`config.mk`:
```
export PLATFORM = sky130hd
export DESIGN_NAME = onoff_spike_encoder
export DESIGN_NICKNAME = d
export VERILOG_FILES = /design/src/rtl/onoff_spike_encoder.sv
export SDC_FILE = /design/constraint.sdc
export NUM_CORES = 1
export LEC_CHECK = 0
export BUFFER_PORTS_ARGS = -buffer_cell sky130_fd_sc_hd__buf_4
export CAP_MARGIN = 20
export CORE_MARGIN = 2
export CORE_UTILIZATION = 35
export DETAILED_ROUTE_END_ITERATION = 8
export PLACE_DENSITY = 0.63
export SKIP_LAST_GASP = 1
export SYNTH_ARGS = -nofsm -noshare
export SYNTH_HDL_FRONTEND = slang
export SYNTH_SLANG_ARGS = --single-unit
```
`constraint.sdc`:
```
create_clock -name clk -period 2.5 [get_ports clk]
set_clock_uncertainty 0.2 [all_clocks]
set_input_delay 0.375 -clock clk [delete_from_list [all_inputs] [get_ports clk]]
set_output_delay 0.375 -clock clk [all_outputs]
set_load 0.005 [all_outputs]
```
`src/rtl/onoff_spike_encoder.sv`:
```
// onoff_spike_encoder
//   Transmitter side of the temporal-coded 3x3 on/off filter interface.
//   Accepts one 3x3 pixel patch per valid/ready handshake, converts every
//   pixel to a spike time (brighter -> earlier), then plays one wave of
//   monotonic step signals on the center/edge lanes of the filter. A
//   one-cycle clear pulse to the filter precedes every wave.
//
// Ports
//   clk                clock
//   rst                asynchronous active-high reset
//   patch_in           9 pixels, pixel k at [PIX_W*k +: PIX_W]; k=0..7 edges, k=8 center
//   in_valid           patch_in valid
//   in_ready           encoder can accept a patch (IDLE only)
//   filter_rst_out     one-cycle clear pulse ahead of each wave
//   filter_center_out  center step signal
//   filter_edge_out    edge step signals, filter_edge_out[j] carries pixel j
//   wave_active        high while the wave runs
//   wave_time          current wave cycle index, 0 outside the wave
//   wave_done          one-cycle pulse when the wave ends
module onoff_spike_encoder #(
    parameter int unsigned PIX_W = 8,
    parameter int unsigned T_W   = 6,
    parameter int unsigned TAIL  = 5
) (
    input  logic               clk,
    input  logic               rst,
    input  logic [9*PIX_W-1:0] patch_in,
    input  logic               in_valid,
    output logic               in_ready,
    output logic               filter_rst_out,
    output logic               filter_center_out,
    output logic [0:7]         filter_edge_out,
    output logic               wave_active,
    output logic [T_W:0]       wave_time,
    output logic               wave_done
);

    // Last RUN cycle index: the full time window plus the settling tail.
    localparam logic [T_W:0] LAST_T = (T_W+1)'(2**T_W - 1 + TAIL);

    typedef enum logic [1:0] {
        IDLE,
        CLR,
        RUN,
        DONE
    } state_t;

    state_t           state;
    logic [T_W-1:0]   spike_t [9];   // latched spike times
    logic [T_W-1:0]   patch_t [9];   // spike times of the incoming patch
    logic [T_W:0]     next_t;        // wave_time of the upcoming RUN cycle
    logic             center_nxt;
    logic [0:7]       edge_nxt;

    // time = (2**PIX_W-1 - pix) >> (PIX_W-T_W); the result always fits T_W bits.
    always_comb begin
        for (int unsigned k = 0; k < 9; k++) begin
            patch_t[k] = T_W'(({PIX_W{1'b1}} - patch_in[PIX_W*k +: PIX_W]) >> (PIX_W - T_W));
        end
    end

    // Step values are computed for the cycle about to be entered so the
    // registered lanes line up with the registered wave_time.
    always_comb begin
        next_t = (state == CLR) ? '0 : wave_time + (T_W+1)'(1);
        center_nxt = ({1'b0, spike_t[8]} <= next_t);
        edge_nxt   = '0;
        for (int unsigned j = 0; j < 8; j++) begin
            edge_nxt[j] = ({1'b0, spike_t[j]} <= next_t);
        end
    end

    always_ff @(posedge clk or posedge rst) begin
        if (rst) begin
            state             <= IDLE;
            in_ready          <= 1'b1;
            filter_rst_out    <= 1'b0;
            filter_center_out <= 1'b0;
            filter_edge_out   <= '0;
            wave_active       <= 1'b0;
            wave_time         <= '0;
            wave_done         <= 1'b0;
            for (int unsigned k = 0; k < 9; k++) begin
                spike_t[k] <= '0;
            end
        end else begin
            unique case (state)
                IDLE: begin
                    if (in_valid) begin
                        spike_t        <= patch_t;
                        state          <= CLR;
                        in_ready       <= 1'b0;
                        filter_rst_out <= 1'b1;
                    end
                end
                CLR: begin
                    state             <= RUN;
                    filter_rst_out    <= 1'b0;
                    wave_active       <= 1'b1;
                    wave_time         <= next_t;
                    filter_center_out <= center_nxt;
                    filter_edge_out   <= edge_nxt;
                end
                RUN: begin
                    if (wave_time == LAST_T) begin
                        state             <= DONE;
                        wave_active       <= 1'b0;
                        wave_time         <= '0;
                        filter_center_out <= 1'b0;
                        filter_edge_out   <= '0;
                        wave_done         <= 1'b1;
                    end else begin
                        wave_time         <= next_t;
                        filter_center_out <= center_nxt;
                        filter_edge_out   <= edge_nxt;
                    end
                end
                DONE: begin
                    state     <= IDLE;
                    wave_done <= 1'b0;
                    in_ready  <= 1'b1;
                end
                default: begin
                    state    <= IDLE;
                    in_ready <= 1'b1;
                end
            endcase
        end
    end

endmodule
```
==> key figures <==
Run status
  • Status: finished clean

Global routing
  • Initial antenna violation count: 0
  • Gr usage total: between 15 and 20%
  • Remaining Overflow, GRT: 0
  • Largest net degree at the start of global routing: 111
  • Global-route wire length before repair: 16.8 mm
  • Vias in the first global route: 3496

Job
  • Max-cap violations: 0

Synthesis
  • Yosys reg bits: 76
  • Async set-reset flop share out of synthesis: 100%
  • Number of synthesized flops with an enable pin: 0
  • Syn avg cell area: 9.92 µm²
  • Ys Warns: 0
  • Largest family of logic cells by synthesized area: adder cells
  • Post-synth top flop: dfrtp_1
  • Post-synthesis compound-gate area fraction: 18.1%
  • Post-Syn Nets: around 550
  • XOR/XNOR share of the synthesized area: 0.855%
  • Post-synth top area share: about 46%
  • Synth Area in Simple Gates: 11.7%
  • Syn Inst Count: 413
  • Most frequent cell after synthesis: dfrtp_1
  • Seq/Total Area, Yosys: a little under half
  • Post-synthesis mux area share: 0.275%
  • Cell taking the most area after synthesis: dfrtp_1
  • Area contributors post-synth: dfrtp_1 (46%), ha_1 (18%), o21ai_0 (7.9%)
  • Post-Synth Adder-Cell Area: 18.3%
  • Post-Syn Area: 0.00410 mm²
  • Synth cell count leaders: dfrtp_1 (75), nand2_1 (73), o21ai_0 (65)
  • Yosys cell types: 38

Setup path
  • FF-to-FF End: filter_edge_out[2]$_DFFE_PP0P_
  • Critical Path RT: about 2.6 ns
  • R2R depth: 10
  • Critical Path AT: 2.46 ns
  • WS Path Type: reg2reg
  • Critical Path Source Type: flip-flop
  • Crit end category: flip-flop
  • Reg2Reg Setup Slack: 0.09 ns
  • CP max FO: 5
  • Reg2reg start: wave_time[0]$_DFFE_PP0P_

Clock network
  • Max H-tree Level: 3
  • CTS buffer count: 9
  • CTS clock-pin slew for the worst setup and hold paths: about 0.060 ns
  • CTS tree: yes
  • CTS Root Cell: clkbuf_16
  • Clock latency on the worst-skew pair: 0.33 ns
  • CTS Sinks: 76
  • Clock Tree Buf Depth: 2

Place
  • Routability cong.: 0.802
  • Placed cell count: 638
  • Post-DP HPWL: 7.39 mm
  • Pre-CTS setup slack: -0.0279 ns
  • I/O Buffers: 76

STA
  • Final hold violations: 0
  • Period utilization: 96.5%
  • Hold_ws: 0.0246 ns
  • RSZ-0062 raised after global routing: yes
  • Number of max-slew violations in the final report: 0
  • Slew HR: 74.2%
  • Final setup vio count: 0
  • Fin crit period: 2.41 ns
  • Final worst slack: 0.0877 ns
  • F_max: about 410 MHz
  • Least-Margin Pin Slew: 0.388 ns

Drt
  • Iter 0 DRT Violations: a little over 70
  • Remaining DRCs: 0
  • DRT Wirelength: about 10 mm
  • DR vias/cell: 5.07
  • Drt pass-1 iters: 4
  • DR WL/cell: about 15 µm
  • Detail Route Antenna Nets: 0
  • Via count: 3358

Cells and area
  • Final Util: between 40% and 50%
  • FF+latch area: 0.00190 mm²
  • NumNets Final: about 650
  • Final cell count without fillers: approximately 660
  • Share of cells above drive strength 1: 29.9%
  • N_diodes: 0
  • Area Overhead vs Synth: 36.5%
  • Multi-input combinational cell area: approximately 0.0022 mm²
  • FILL cells: 1077

Floorplan
  • Io pins: 95
  • Core area: 0.0114 mm²
  • Initial Utilization: 35.9%
  • FP Rows: 39
  • Die Area: roughly 0.013 mm²
  • Chip width: 112 µm
  • Die Y: ~110 µm

Pwr
  • Pwr dens: 511 mW/mm²
  • Max VDD drop: 0.249 mV
  • Leakage Power: 0.00282 µW

Hold path
  • Worst Min Path Start: patch_in[23]
  • Hold path depth: 2
  • Worst min path class: in2reg
  • Hold Crit Endpoint: spike_t[41]$_DFFE_PP0P_
==> report_power, final <==
part | switching [µW] | internal (µW)
sequential | 0 | 1230
combinational | 37.1 | 59.9
clock | 503 | 1030
total | 540 | 2320
==> placed cells by master, fill, tap and decap left out, drive strengths merged, types with 6 or more instances in the layout <==
| cell type | instances |
|---|---|
| buf | 104 |
| dfrtp | 75 |
| nand2 | 74 |
| o21ai | 65 |
| ha | 60 |
| inv | 29 |
| a21oi | 12 |
| clkbuf | 12 |
| nand3 | 9 |
| a21o | 8 |
| o22ai | 8 |
| nor2 | 7 |
| and3 | 7 |
| o221ai | 7 |
| a221oi | 6 |
| a41oi | 6 |
==> flip-flops by register name, indices dropped and copies added, names as in the netlist <==
signal	count
spike_t	54
wave_done	1
filter_center_out	1
filter_rst_out	1
wave_active	1
filter_edge_out	8
wave_time	7
state	2
in_ready	1
==> cell families (layout without fill, tap and decap cells) <==
| kind of cell | count (synthesis) | in the layout |
|---|---|---|
| mux | 1 | 1 |
| fa+ha+maj | 60 | 60 |
| xor+xnor | 4 | 4 |
| flops | 76 | 76 |
| compound gates | 120 | 120 |
| simple gates | 107 | 107 |
| buf+inv | 45 | 151 |
==> layout make-up <==
class                      count  share of cell area [%]
clock inverter                 4                    1.70
sequential                    76                    34.0
clock buffer                  12                    4.59
inverter                      30                    2.13
multi-input combinational    292                    39.2
timing repair buffer         105                    15.2
tap                          143                    3.20
==> through the flow <==
stage                     instance area [µm²]  power, µW  TNS [ns]
after floorplan                          4100       1270         0
after global placement                   4970       1350         0
after detailed placement                 4970       1350   -0.0279
after CTS                                5330       2880         0
after global routing                     5590       2960    -0.130
final                                    5590       2860         0
==> critical path: stages, from the launching register on <==
cell      delay, ns
dfrtp_1        0.42
ha_4           0.19
xor2_1         0.16
nand2_1        0.10
buf_4          0.18
ha_1           0.31
a21oi_1        0.14
o21ai_0        0.10
a221oi_1       0.25
a41oi_1        0.10
o221ai_1       0.17
==> how the worst max path moves through the flow <==
stage / startpoint / slack, ns / end
after floorplan: wave_time[2]$_DFFE_PP0P_ / 0.15 / filter_edge_out[1]$_DFFE_PP0P_
after global placement: wave_time[0]$_DFFE_PP0P_ / 0.09 / filter_edge_out[2]$_DFFE_PP0P_
after detailed placement: state[1]$_DFFE_PP0P_ / -0.03 / filter_edge_out[7]$_DFFE_PP0P_
after CTS: wave_time[0]$_DFFE_PP0P_ / 0.02 / filter_edge_out[1]$_DFFE_PP0P_
after global routing: wave_time[1]$_DFFE_PP0P_ / -0.04 / filter_edge_out[2]$_DFFE_PP0P_
final: wave_time[0]$_DFFE_PP0P_ / 0.09 / filter_edge_out[2]$_DFFE_PP0P_
==> layer usage <==
layer	GRT usage (%)	vias to the layer above	part of all wire, %
li1	-	1683	-
met1	21.8	1584	45
met2	27.8	76	49
met3	3.08	15	4.2
met4	7.07	0	2.0
met5	0	-	0
==> repair_timing <==
item                                    CTS  global route
buffers inserted                          0             7
endpoints found under the setup margin    3             9
resized for setup                         1            39
hold endpoints to repair                 10             0
pin swaps                                 0            15
hold buffers                              1             0
Power figures use the tool's default switching activity.
